**config.mk**
```make
export PLATFORM = sky130hd
export DESIGN_NAME = lab6_practice_slave
export DESIGN_NICKNAME = d
export VERILOG_FILES = /design/src/rtl/lab6_practice_slave.sv
export SDC_FILE = /design/constraint.sdc
export NUM_CORES = 1
export LEC_CHECK = 0
export BUFFER_PORTS_ARGS = -buffer_cell sky130_fd_sc_hd__buf_4
export CAP_MARGIN = 20
export CORE_ASPECT_RATIO = 0.75
export CORE_MARGIN = 5
export CORE_UTILIZATION = 40
export DETAILED_ROUTE_END_ITERATION = 10
export PLACE_DENSITY = 0.62
export SLEW_MARGIN = 20
export SYNTH_ARGS = -nofsm -noshare
export SYNTH_HDL_FRONTEND = slang
export SYNTH_SLANG_ARGS = --single-unit
```
**constraint.sdc**
```tcl
create_clock -name clk -period 2.14 [get_ports clk]
set_input_delay 0.428 -clock clk [delete_from_list [all_inputs] [get_ports clk]]
set_output_delay 0.428 -clock clk [all_outputs]
set_load 0.005 [all_outputs]
```
**src/rtl/lab6_practice_slave.sv**
```systemverilog
// Slave end of the lab6 link: synchronised 4-phase req/ack receiver with LED and 7-seg readout.
// Define LAB6_SLAVE_ACK_TIMEOUT_EN to abandon a handshake whose request stays high too long.
module lab6_practice_slave #(
`ifdef LAB6_SLAVE_ACK_TIMEOUT_EN
    parameter int unsigned TIMEOUT_CYCLES = 1000000,
`endif
    parameter int unsigned SETTLE_CYCLES  = 4,
    parameter int unsigned REFRESH_BITS   = 17
) (
    input  logic       clk,
    input  logic       rst_n,
    input  logic       request,
    input  logic [3:0] data_in,
    output logic       ack,
    output logic [7:0] led,
    output logic       err,
    output logic [6:0] seg,
    output logic [3:0] an
);

    localparam logic [1:0] S_IDLE   = 2'd0;
    localparam logic [1:0] S_SETTLE = 2'd1;
    localparam logic [1:0] S_ACK    = 2'd2;

    localparam int unsigned SW = (SETTLE_CYCLES > 1) ? $clog2(SETTLE_CYCLES) : 1;
    localparam logic [SW-1:0] SETTLE_LAST = SW'(SETTLE_CYCLES - 1);
`ifdef LAB6_SLAVE_ACK_TIMEOUT_EN
    localparam int unsigned TW = (TIMEOUT_CYCLES > 1) ? $clog2(TIMEOUT_CYCLES) : 1;
    localparam logic [TW-1:0] TIMEOUT_LAST = TW'(TIMEOUT_CYCLES - 1);
    logic [TW-1:0] r_to_cnt;
`endif

    logic          r_req_meta, r_req_s, r_req_d;
    logic [3:0]    r_data_meta, r_data_s;
    logic [1:0]    r_state;
    logic [SW-1:0] r_settle_cnt;
    logic          r_ack, r_err, r_rx_valid, r_code_bad;
    logic [7:0]    r_led;
    logic [2:0]    r_code;
    logic [3:0]    r_ones, r_tens;
    logic [REFRESH_BITS-1:0] r_scan;
    logic [6:0]    r_seg;
    logic [3:0]    r_an;

    logic          w_rise;
    logic [1:0]    w_sel;
    logic [6:0]    w_glyph;
    logic [3:0]    w_an_next;

    assign w_rise = r_req_s & ~r_req_d;
    assign w_sel  = r_scan[REFRESH_BITS-1 -: 2];

    assign ack = r_ack;
    assign led = r_led;
    assign err = r_err;
    assign seg = r_seg;
    assign an  = r_an;

    // Active-high gfedcba pattern for a BCD digit.
    function automatic logic [6:0] bcd_glyph(input logic [3:0] d);
        logic [6:0] g;
        case (d)
            4'd0:    g = 7'h3F;
            4'd1:    g = 7'h06;
            4'd2:    g = 7'h5B;
            4'd3:    g = 7'h4F;
            4'd4:    g = 7'h66;
            4'd5:    g = 7'h6D;
            4'd6:    g = 7'h7D;
            4'd7:    g = 7'h07;
            4'd8:    g = 7'h7F;
            4'd9:    g = 7'h6F;
            default: g = 7'h00;
        endcase
        return g;
    endfunction

    always_ff @(posedge clk or negedge rst_n) begin
        if (!rst_n) begin
            r_req_meta   <= 1'b0;
            r_req_s      <= 1'b0;
            r_req_d      <= 1'b0;
            r_data_meta  <= 4'd0;
            r_data_s     <= 4'd0;
            r_state      <= S_IDLE;
            r_settle_cnt <= '0;
            r_ack        <= 1'b0;
            r_err        <= 1'b0;
            r_led        <= 8'd0;
            r_rx_valid   <= 1'b0;
            r_code_bad   <= 1'b0;
            r_code       <= 3'd0;
            r_ones       <= 4'd0;
            r_tens       <= 4'd0;
`ifdef LAB6_SLAVE_ACK_TIMEOUT_EN
            r_to_cnt     <= '0;
`endif
        end else begin
            r_req_meta  <= request;
            r_req_s     <= r_req_meta;
            r_req_d     <= r_req_s;
            r_data_meta <= data_in;
            r_data_s    <= r_data_meta;
            case (r_state)
                S_IDLE: begin
                    if (w_rise) begin
                        r_state      <= S_SETTLE;
                        r_settle_cnt <= '0;
                    end
                end
                S_SETTLE: begin
                    if (!r_req_s) begin
                        r_state <= S_IDLE;
                    end else if (r_settle_cnt == SETTLE_LAST) begin
                        r_ack   <= 1'b1;
                        r_state <= S_ACK;
`ifdef LAB6_SLAVE_ACK_TIMEOUT_EN
                        r_to_cnt <= '0;
`endif
                        if (r_data_s[3]) begin
                            r_led      <= 8'd0;
                            r_err      <= 1'b1;
                            r_code_bad <= 1'b1;
                        end else begin
                            r_led      <= 8'd1 << r_data_s[2:0];
                            r_err      <= 1'b0;
                            r_code_bad <= 1'b0;
                            r_rx_valid <= 1'b1;
                            r_code     <= r_data_s[2:0];
                            // Two-digit BCD count wrapping 99 -> 00.
                            if (r_ones == 4'd9) begin
                                r_ones <= 4'd0;
                                r_tens <= (r_tens == 4'd9) ? 4'd0 : r_tens + 4'd1;
                            end else begin
                                r_ones <= r_ones + 4'd1;
                            end
                        end
                    end else begin
                        r_settle_cnt <= r_settle_cnt + 1'b1;
                    end
                end
                S_ACK: begin
                    if (!r_req_s) begin
                        r_ack   <= 1'b0;
                        r_state <= S_IDLE;
`ifdef LAB6_SLAVE_ACK_TIMEOUT_EN
                    end else if (r_to_cnt == TIMEOUT_LAST) begin
                        r_ack   <= 1'b0;
                        r_err   <= 1'b1;
                        r_state <= S_IDLE;
                    end else begin
                        r_to_cnt <= r_to_cnt + 1'b1;
`endif
                    end
                end
                default: r_state <= S_IDLE;
            endcase
        end
    end

    always_comb begin
        w_an_next        = 4'hF;
        w_an_next[w_sel] = 1'b0;
        w_glyph          = 7'h00;
        unique case (w_sel)
            2'd0: begin
                if (r_code_bad)      w_glyph = 7'h40;
                else if (r_rx_valid) w_glyph = bcd_glyph({1'b0, r_code});
                else                 w_glyph = 7'h00;
            end
            2'd1: w_glyph = 7'h00;
            2'd2: w_glyph = bcd_glyph(r_ones);
            2'd3: w_glyph = (r_tens == 4'd0) ? 7'h00 : bcd_glyph(r_tens);
        endcase
    end

    // seg and an share one register stage so the digit and its pattern always switch together.
    always_ff @(posedge clk or negedge rst_n) begin
        if (!rst_n) begin
            r_scan <= '0;
            r_seg  <= 7'h7F;
            r_an   <= 4'hF;
        end else begin
            r_scan <= r_scan + 1'b1;
            r_seg  <= ~w_glyph;
            r_an   <= w_an_next;
        end
    end

endmodule

```
==> results of run 1 <==
## worst min-delay path by stage
stage	start	end	slack [ns]	cells after the start
3_3_place_gp	r_data_meta[3]$_DFF_PN0_	r_data_s[3]$_DFF_PN0_	0.33	0
6_report	rst_n	r_scan[9]$_DFF_PN0_	0.17	1
5_1_grt	data_in[1]	r_data_meta[1]$_DFF_PN0_	0.17	1
3_5_place_dp	r_data_meta[0]$_DFF_PN0_	r_data_s[0]$_DFF_PN0_	0.33	0
2_1_floorplan	rst_n	ack$_DFFE_PN0P_	0.13	0
4_1_cts	data_in[1]	r_data_meta[1]$_DFF_PN0_	0.17	1
## stage by stage
stage	utilization [%]	std cells	power (mW)	setup WS (ns)
floorplan	-	291	1.812	0.4601
global placement	45.66	409	2.058	0.3168
detailed placement	45.66	409	2.064	0.2722
CTS	47.85	423	2.978	0.2606
global route	47.85	423	3.120	0.09939
finish	47.85	423	2.926	0.2427
## cells by family (layout without fill, tap and decap cells)
group           after synthesis  after routing  share of synthesized area (%)
xor+xnor                     16             16                          4.520
simple gates                 91             91                          15.78
buf+inv                      29             60                          3.834
fa+ha+maj                    19             19                          7.668
flops                        65             65                          52.91
compound gates               67             67                          13.96
mux                           4              4                          1.332
## final cells by class
cell class / instances / area (um^2) / area share, %
clock buffers: 14 / 162.7 / 4.574
flip-flops and latches: 65 / 1640 / 46.13
multi-input cells: 197 / 1341 / 37.72
inverters: 16 / 60.06 / 1.689
well taps: 101 / 126.4 / 3.554
repair buffers: 30 / 225.2 / 6.334
## where the power goes
group	total, mW	internal [mW]	switching, mW
combinational	0.539	0.272	0.267
sequential	1.50	1.40	0.0992
clock	0.888	0.472	0.415
## state kept, by name (all words and copies together), names as in the netlist, 2 cells and up
register and flops:
r_scan 17, led 8, seg 7, an 4, r_data_meta 4, r_data_s 4, r_ones 4, r_tens 4
r_code 3, r_settle_cnt 2, r_state 2
## critical path, delay by kind of cell, from the launching register on
| family | cells | cell delay (ns) |
|---|---|---|
| simple gates | 3 | 0.54 |
| flops | 1 | 0.39 |
| fa+ha+maj | 1 | 0.32 |
| buf+inv | 1 | 0.27 |
| mux | 1 | 0.27 |
## cell usage after synthesis (all sizes together) (2+ instances only)
library cell,n
and4,2
nand2b,8
nand4,4
and2,3
xnor2,13
mux2i,3
o41ai,4
a31o,2
a31oi,4
nor3b,3
xor2,3
nand2,29
a21o,4
and3,6
dfstp,11
or2,2
o21bai,2
a22o,3
o31ai,4
nor2b,6
clkbuf,7
a21oi,9
nand3,12
ha,19
dfrtp,54
nor2,11
buf,6
o21ai,24
inv,16
o211ai,3
## metal layers
metal	vias to the layer above	routed length, um	GRT usage (%)
met5	-	0	0
met1	989	3004	18.94
met2	38	2340	17.41
li1	1067	-	-
met4	0	63	5.635
met3	7	272	4.466
==> run metrics, run 1 <==
synthesis warning total=0; first-pass GRT wire length=9.818 mm; Reg clk slew, reported paths=0.07 ns; antenna violations before repair=0; RR Endpoint=r_tens[2]$_DFFE_PN0P_; outcome=finished, final reports clean; Placer Congestion=0.8325; final instance area=0.003556 mm^2; I/O pin cnt=28; vias in the first global route=1944; Leak=1.599 nW; post_cts resized=0; reg2reg path depth=6; Min Hold Slack=0.1674 ns; Area Growth Syn to Fin=14.69%; Post-CTS Setup Repair Bufs=0; # rows=27; total length of routed wires=5.679 mm; Synth cell types=47; final setup vio count=0; crit path cell chain=ha_1 > nand4b_1 > buf_4 > nor2_8 > nand3_1 > mux2_2; FF-to-FF Start=r_settle_cnt[0]$_DFFE_PN0P_; max-cap viol count=0; number of synthesized flops with an enable pin=0; Final Skew=0.009189 ns; post-synth net total=317; share of the synthesized area in the top cell type=43.58%; ranking of synthesized cells by area=dfrtp_1 (44%), dfstp_2 (9.3%), ha_1 (7.7%); core area=0.007432 mm^2; synthesized area=0.003100 mm^2; CP Class=register to register; Wirelength per Cell=13.43 um; Worst Setup SP=r_settle_cnt[0]$_DFFE_PN0P_; width of the die=111.7 um; sequential share of the synthesized area=52.91%; DP HPWL=4.009 mm; Post-CTS Hold Fix Bufs=0; Synth async-reset ratio=100.0%; 1st-pass router iterations=4; Max-slew headroom=46.92%; Synth area leader=dfrtp_1; Startpoint Class=register; vias per inst=4.967; nets=345; Fillers=694; post-detailed-route count of antenna-violating nets=0; Worst Tran Pin Value=0.7962 ns; crit share post-route=88.66%; clk root buf=clkbuf_8; crit path max fanout=19; Critical Path Sink Type=register; slowest cell on the critical path=dfrtp_1; Global Route Usage Sum=13.02%; DR iter-0 viols=99; Die ar.=0.009630 mm^2; I/O Buffers=27; drt drc=0; Initial Util=41.72%; clock sink total=65; flops & latches, synth=65; fin. max-slew vios=0; Pwr Density=823.0 mW/mm^2; post-place instance area=0.003393 mm^2; via count=2101; Fin. Hold Viols=0; die height=86.25 um; H-tree depth=3; Clk Latency, worst-skew pair=0.34 ns; overflow left after global routing=0; commonest non-fill, non-tap cells in the layout=dfrtp_1 (54), buf_4 (30), nand2_1 (29), o21ai_0 (24), ha_1 (19); Post-Syn Instances=291; largest net degree at the start of global routing=66; Max clock buf depth=2; CP Data Arrival Time=2.13 ns; Achievable Freq=527.1 MHz; Mapped Avg Cell Area=10.65 um^2; Worst VDD drop=0.3841 mV; fraction of layout instances using a drive strength above 1=18.32%; end of the critical path=r_tens[2]$_DFFE_PN0P_; Top FF cell, synth=dfrtp_1; max incr delay on CP=0.39 ns; Num CTS Buffers=9; CTS tree=built; Critical Path RT=2.37 ns; class of the worst hold path=input pin to async pin; post-layout min period=1.897 ns; Diodes inserted=0; RSZ-0062 raised after global routing=false; setup_tns=0 ns; FF-to-FF setup slack=0.24 ns; most common cell after layout, fill and taps aside=dfrtp_1
No activity file was read; power rests on OpenSTA's default activity.
==> inputs of run 2 (changes only) <==
--- a/config.mk
+++ b/config.mk
@@ -5,6 +5,7 @@
 export SDC_FILE = /design/constraint.sdc
 export NUM_CORES = 1
 export LEC_CHECK = 0
+export ABC_AREA = 1
 export BUFFER_PORTS_ARGS = -buffer_cell sky130_fd_sc_hd__buf_4
 export CAP_MARGIN = 20
 export CORE_ASPECT_RATIO = 0.75
==> run 2 against run 1 <==
Net effect: synthesized cell count is 26% higher; clock skew is 0.0074 ns higher; cell count is 21% higher; via count is 14% higher; core utilization is 0.078 points higher; global-route usage is 0.61 points higher; sequential share of layout area is 3.1 points lower; first-iteration DRC count is 27% lower.
==> run metrics, run 2 <==
overflow left after global routing=0 (unchanged); Wirelength per Cell=12.14 um (-9.6%); dpl ws=0.6757 ns (+0.4035 ns); Mapped Avg Cell Area=8.949 um^2 (-16%); Worst Tran Pin Value=0.7986 ns (+0.002383 ns); RSZ-0062 raised after global routing=false; Max-slew headroom=46.76% (-0.16 points); DP HPWL=4.486 mm (+12%); post-place instance area=0.003582 mm^2 (+5.6%); fin. max-slew vios=0 (unchanged); clock sink total=65 (unchanged); Reg clk slew, reported paths=0.08 ns (about the same); Cells after DPL=495 (+21%); outcome=finished, final reports clean; post_cts resized=0 (unchanged); core area=0.007953 mm^2 (+7.0%); CP Data Arrival Time=1.72 ns (-0.41 ns); post-layout min period=1.507 ns (-0.3898 ns); max reg flops=17 (unchanged); Num CTS Buffers=9 (unchanged); Sw Share=24.74% (-1.9 points); I/O pin cnt=28 (unchanged); Final Skew=0.01656 ns (+0.007371 ns); Fillers=735 (+5.9%); Synth cell types=36 (-23%); Global Route Usage Sum=13.63% (+0.61 points); number of synthesized flops with an enable pin=0 (unchanged); most frequent cells after synthesis=nand2_1 (96), dfrtp_1 (54), inv_1 (41); CP Class=register to register; Synth area leader=dfrtp_1; Die ar.=0.01014 mm^2 (+5.3%); Area Growth Syn to Fin=16.04%; H-tree depth=3 (unchanged); Clock Power Share=38.5% (+8.2 points); final instance area=0.003811 mm^2 (+7.2%); Startpoint Class=register; max-cap viol count=0 (unchanged); setup_tns=0 ns (unchanged); Critical Path Sink Type=register; sequential share of the synthesized area=49.94% (-3.0 points); top-count cell post-synth=nand2_1; Int Pwr=2.327 mW (+8.5%); clk root buf=clkbuf_8; via count=2391 (+14%); post-detailed-route count of antenna-violating nets=0 (unchanged); commonest non-fill, non-tap cells in the layout=nand2_1 (96), dfrtp_1 (54), inv_1 (41), nand3_1 (35), nor2_1 (29); antenna violations before repair=0 (unchanged); Initial Util=41.30% (-0.42 points); most common cell after layout, fill and taps aside=nand2_1; 1st-pass router iterations=4 (unchanged); Final Non-Filler Cells=510 (+21%); first-pass GRT wire length=10.86 mm (+11%); Largest Register=r_scan; Clk Latency, worst-skew pair=0.34 ns (about the same); vias per inst=4.688 (-5.6%); drt drc=0 (unchanged); largest net degree at the start of global routing=66 (unchanged); Worst VDD drop=0.4352 mV (+13%); Flop pwr share=47.0% (-4.3 points); Placer Congestion=0.8504 (+2.2%); fraction of layout instances using a drive strength above 1=21.23% (+2.9 points); Synth async-reset ratio=100.0% (unchanged); post-synth net total=393 (+24%); CTS tree=built; I/O Buffers=27 (unchanged); final setup vio count=0 (unchanged); Achievable Freq=663.4 MHz (+26%); flops & latches, synth=65 (unchanged); P_sw=0.7650 mW (-2.1%); Pwr Density=811.3 mW/mm^2 (-1.4%); Diodes inserted=0 (unchanged); Gate power share=14.6% (-3.8 points); synthesized area=0.003284 mm^2 (+5.9%); Post-CTS Hold Fix Bufs=0 (unchanged); class of the worst hold path=input pin to async pin; vias in the first global route=2358 (+21%); DR iter-0 viols=72 (-27%); ranking of synthesized cells by area=dfrtp_1 (41%), nand2_1 (11%), dfstp_2 (8.8%); Critical Path RT=2.35 ns (-0.02 ns); Tot Pwr=3.092 mW (+5.7%); Fin. Hold Viols=0 (unchanged); Post-Syn Instances=367 (+26%); nets=427 (+24%); Max clock buf depth=2 (unchanged); die height=88.48 um (+2.6%); Post-CTS Setup Repair Bufs=0 (unchanged); setup slack after layout=0.6325 ns (+0.3898 ns); synthesis warning total=0 (unchanged); total length of routed wires=6.191 mm (+9.0%); Top FF cell, synth=dfrtp_1; Leak=1.801 nW (+13%); FF-to-FF setup slack=0.63 ns (+0.39 ns); crit path max fanout=6 (-13); width of the die=114.6 um (+2.7%); crit share post-route=70.44% (-18 points); # rows=28 (+3.7%); share of the synthesized area in the top cell type=41.14% (-2.4 points)
-- run 2: cell count changes after synthesis, moves of 10 or more --
cell,delta
nand2_1,+67
inv_1,+25
nand3_1,+23
nor2_1,+19
o21ai_0,-13
o21ai_2,+10
-- run 2: worst paths after layout --
kind                                     startpoint                       end  cells after the start
min                                           rst_n    r_rx_valid$_DFFE_PN0P_                      1
max reg2reg                   r_ones[1]$_DFFE_PN0P_     r_ones[2]$_DFFE_PN0P_                      7
min reg2reg                r_data_meta[2]$_DFF_PN0_     r_data_s[2]$_DFF_PN0_                      0
max in group asynchronous                     rst_n        led[1]$_DFFE_PN0P_                      1
max                           r_ones[1]$_DFFE_PN0P_     r_ones[2]$_DFFE_PN0P_                      7
min in group clk                         data_in[3]  r_data_meta[3]$_DFF_PN0_                      1
-- run 2: critical path: stages, from the launching register on --
cell and delay [ns]:
dfrtp_1 0.40, inv_1 0.19, ha_1 0.19, inv_1 0.07, nor3_4 0.25, inv_1 0.12
nand2_2 0.10, o22ai_2 0.06
-- run 2: kinds of logic (layout without fill, tap and decap cells) --
family	after synthesis	in the layout	synth area share, %
and+or+nand+nor	185	185	25.94
DFF	65	65	49.94
buffers and inverters	49	87	6.247
AOI/OAI and AO/OA	39	39	7.962
adders and majority gates	19	19	7.238
xor gates and xnor gates	10	10	2.667
-- run 2: final cells by class --
type / count / area (um^2) / area share [%]
Tap cell: 105 / 131.4 / 3.447
Multi-Input combinational cell: 253 / 1439 / 37.75
Clock buffer: 13 / 168.9 / 4.432
Clock inverter: 2 / 60.06 / 1.576
Inverter: 45 / 168.9 / 4.432
Sequential cell: 65 / 1640 / 43.04
Timing Repair Buffer: 27 / 202.7 / 5.318
-- run 2: power groups by stage --
stage | registers, mW | clock network [mW] | logic, mW
after floorplan | 1.47 | 0 | 0.250
after global placement | 1.47 | 0 | 0.449
after detailed placement | 1.47 | 0 | 0.455
after CTS | 1.45 | 1.22 | 0.460
after global routing | 1.47 | 1.28 | 0.521
final | 1.45 | 1.19 | 0.450
-- run 2: routing by layer --
metal | vias to the layer above | wire [um] | GRT usage [%]
li1 | 1234 | - | -
met2 | 48 | 2628 | 20.50
met5 | - | 0 | 0
met3 | 4 | 339 | 5.605
met4 | 0 | 36 | 2.913
met1 | 1105 | 3187 | 18.58
-- run 2: through the flow --
step	util [%]	hold slack (ns)
2_1_floorplan	-	0.1324
3_3_place_gp	45.04	0.3351
3_5_place_dp	45.04	0.3347
4_1_cts	47.92	0.1829
5_1_grt	47.92	0.1672
6_report	47.92	0.1888
==> inputs of run 3 (changes only) <==
==> constraint.sdc (replaced) <==
create_clock -name clk -period 1.5 [get_ports clk]
set_input_delay 0.3 -clock clk [delete_from_list [all_inputs] [get_ports clk]]
set_output_delay 0.3 -clock clk [all_outputs]
set_load 0.005 [all_outputs]
==> run 3 against run 2 <==
Net effect: via count up 0.42%; core utilization up 0.83 points; first-iteration DRC count down 6.9%.
==> run metrics, run 3 (synthesized netlist as in run 2, its figures left out) <==
outcome=finished, final reports clean; vias in the first global route=2296 (-2.6%); total length of routed wires=6.153 mm (-0.61%); Achievable Freq=730.6 MHz (+10%); Num CTS Buffers=9 (unchanged); Max clock buf depth=2 (unchanged); Startpoint Class=register; post-detailed-route count of antenna-violating nets=0 (unchanged); Max-slew headroom=73.95% (+27 points); nets=434 (+1.6%); Die ar.=0.01014 mm^2 (unchanged); Final Skew=0.009180 ns (-0.007380 ns); reg2reg path depth=6 (-1); fraction of layout instances using a drive strength above 1=23.49% (+2.3 points); CTS tree=built; drt drc=0 (unchanged); antenna violations before repair=0 (unchanged); Min Hold Slack=0.07358 ns (-0.1152 ns); commonest non-fill, non-tap cells in the layout=nand2_1 (96), dfrtp_1 (53), inv_1 (39), nand3_1 (35), buf_4 (31); overflow left after global routing=0 (unchanged); Placer Congestion=0.8372 (-1.6%); hold depth=1; clk root buf=clkbuf_8; class of the worst hold path=input pin to register; RSZ-0062 raised after global routing=false; 1st-pass router iterations=4 (unchanged); most common cell after layout, fill and taps aside=nand2_1; crit share post-route=91.25% (+21 points); max-cap viol count=0 (unchanged); setup_tns=0 ns (unchanged); final setup vio count=0 (unchanged); Clk Latency, worst-skew pair=0.34 ns (about the same); fin. max-slew vios=0 (unchanged); Reg clk slew, reported paths=0.07 ns (about the same); via count=2401 (+0.42%); post-layout min period=1.369 ns (-0.1387 ns); DR iter-0 viols=67 (-6.9%); I/O pin cnt=28 (unchanged); Global Route Usage Sum=13.58% (-0.045 points); CP Class=register to register; DP HPWL=4.509 mm (+0.53%); Wirelength per Cell=11.88 um (-2.1%); clock sink total=65 (unchanged); first-pass GRT wire length=10.85 mm (about the same); max reg flops=17 (unchanged); H-tree depth=3 (unchanged); vias per inst=4.635 (-1.1%); Pwr Density=1126 mW/mm^2 (+39%); I/O Buffers=27 (unchanged); Initial Util=41.30% (unchanged); largest net degree at the start of global routing=66 (unchanged); core area=0.007953 mm^2 (unchanged); width of the die=114.6 um (unchanged); Worst Tran Pin Value=0.3893 ns (-0.4093 ns); Fin. Hold Viols=0 (unchanged); Worst VDD drop=0.6227 mV (+43%); Leak=1.840 nW (+2.2%); Largest Register=r_scan; Area Growth Syn to Fin=18.06%; crit path max fanout=3 (-3); Diodes inserted=0 (unchanged); # rows=28 (unchanged); Critical Path Sink Type=register; CP Data Arrival Time=1.59 ns (-0.13 ns); Critical Path RT=1.72 ns (-0.63 ns); die height=88.48 um (unchanged)
-- run 3: cell count changes in the layout (fill, tap and decap cells not counted), sizes merged --
cell / before / now
dlygate4sd3: 0 / 1
clkinv: 1 / 4
clkbuf: 13 / 11
nand2: 102 / 103
buf: 27 / 32
-- run 3: per-stage QoR --
stage / utilization (%) / instances / power, mW / instance area [um^2] / worst slack [ns]
floorplan: - / 367 / 2.451 / 3284 / 0.1884
global placement: 45.58 / 499 / 2.747 / 3625 / 0.1563
detailed placement: 45.58 / 499 / 2.758 / 3625 / 0.08509
CTS: 48.47 / 516 / 4.425 / 3855 / 0.06529
global route: 48.76 / 518 / 4.631 / 3877 / 0.01968
finish: 48.76 / 518 / 4.366 / 3877 / 0.1312
-- run 3: cell type report --
| type | instances | area (um^2) |
|---|---|---|
| flip-flops and latches | 65 | 1642 |
| multi-input cells | 254 | 1453 |
| well taps | 105 | 131.4 |
| fillers | 753 | 4075 |
| clock inverters | 5 | 78.83 |
| inverters | 45 | 168.9 |
| repair buffers | 33 | 262.8 |
| clock buffers | 11 | 141.4 |
-- run 3: where the power goes --
part | switching, mW | total, mW | internal (mW)
registers | 0.102 | 2.07 | 1.97
clock network | 0.659 | 1.64 | 0.979
logic | 0.362 | 0.659 | 0.296
total | 1.12 | 4.37 | 3.24
-- run 3: metal layers --
metal	vias up	global-route usage (%)	routed length, um
met3	5	4.443	287
met2	40	19.55	2565
met4	0	3.560	38
met5	-	0	0
li1	1251	-	-
met1	1105	19.73	3261
-- run 3: final timing paths --
path	startpoint	end	slack, ns
max in group asynchronous	rst_n	an[1]$_DFF_PN1_	0.68
min reg2reg	r_req_meta$_DFF_PN0_	r_req_s$_DFF_PN0_	0.34
max	r_settle_cnt[0]$_DFFE_PN0P_	r_ones[0]$_DFFE_PN0P_	0.13
min in group asynchronous	rst_n	r_tens[0]$_DFFE_PN0P_	0.48
min	request	r_req_meta$_DFF_PN0_	0.07
max reg2reg	r_settle_cnt[0]$_DFFE_PN0P_	r_ones[0]$_DFFE_PN0P_	0.13
-- run 3: timing repair --
item,4_1_cts,5_1_grt
hold endpoints to repair,54,0
setup buffers,0,1
hold buffers,1,0
setup endpoints to repair,0,10
gates resized for setup,0,5
-- run 3: worst max-delay path: stages (launching register included) --
cell     delay, ns
dfrtp_1       0.37
ha_1          0.19
inv_1         0.07
nor2_2        0.25
nand3_1       0.19
nor2_1        0.15
a21oi_2       0.05
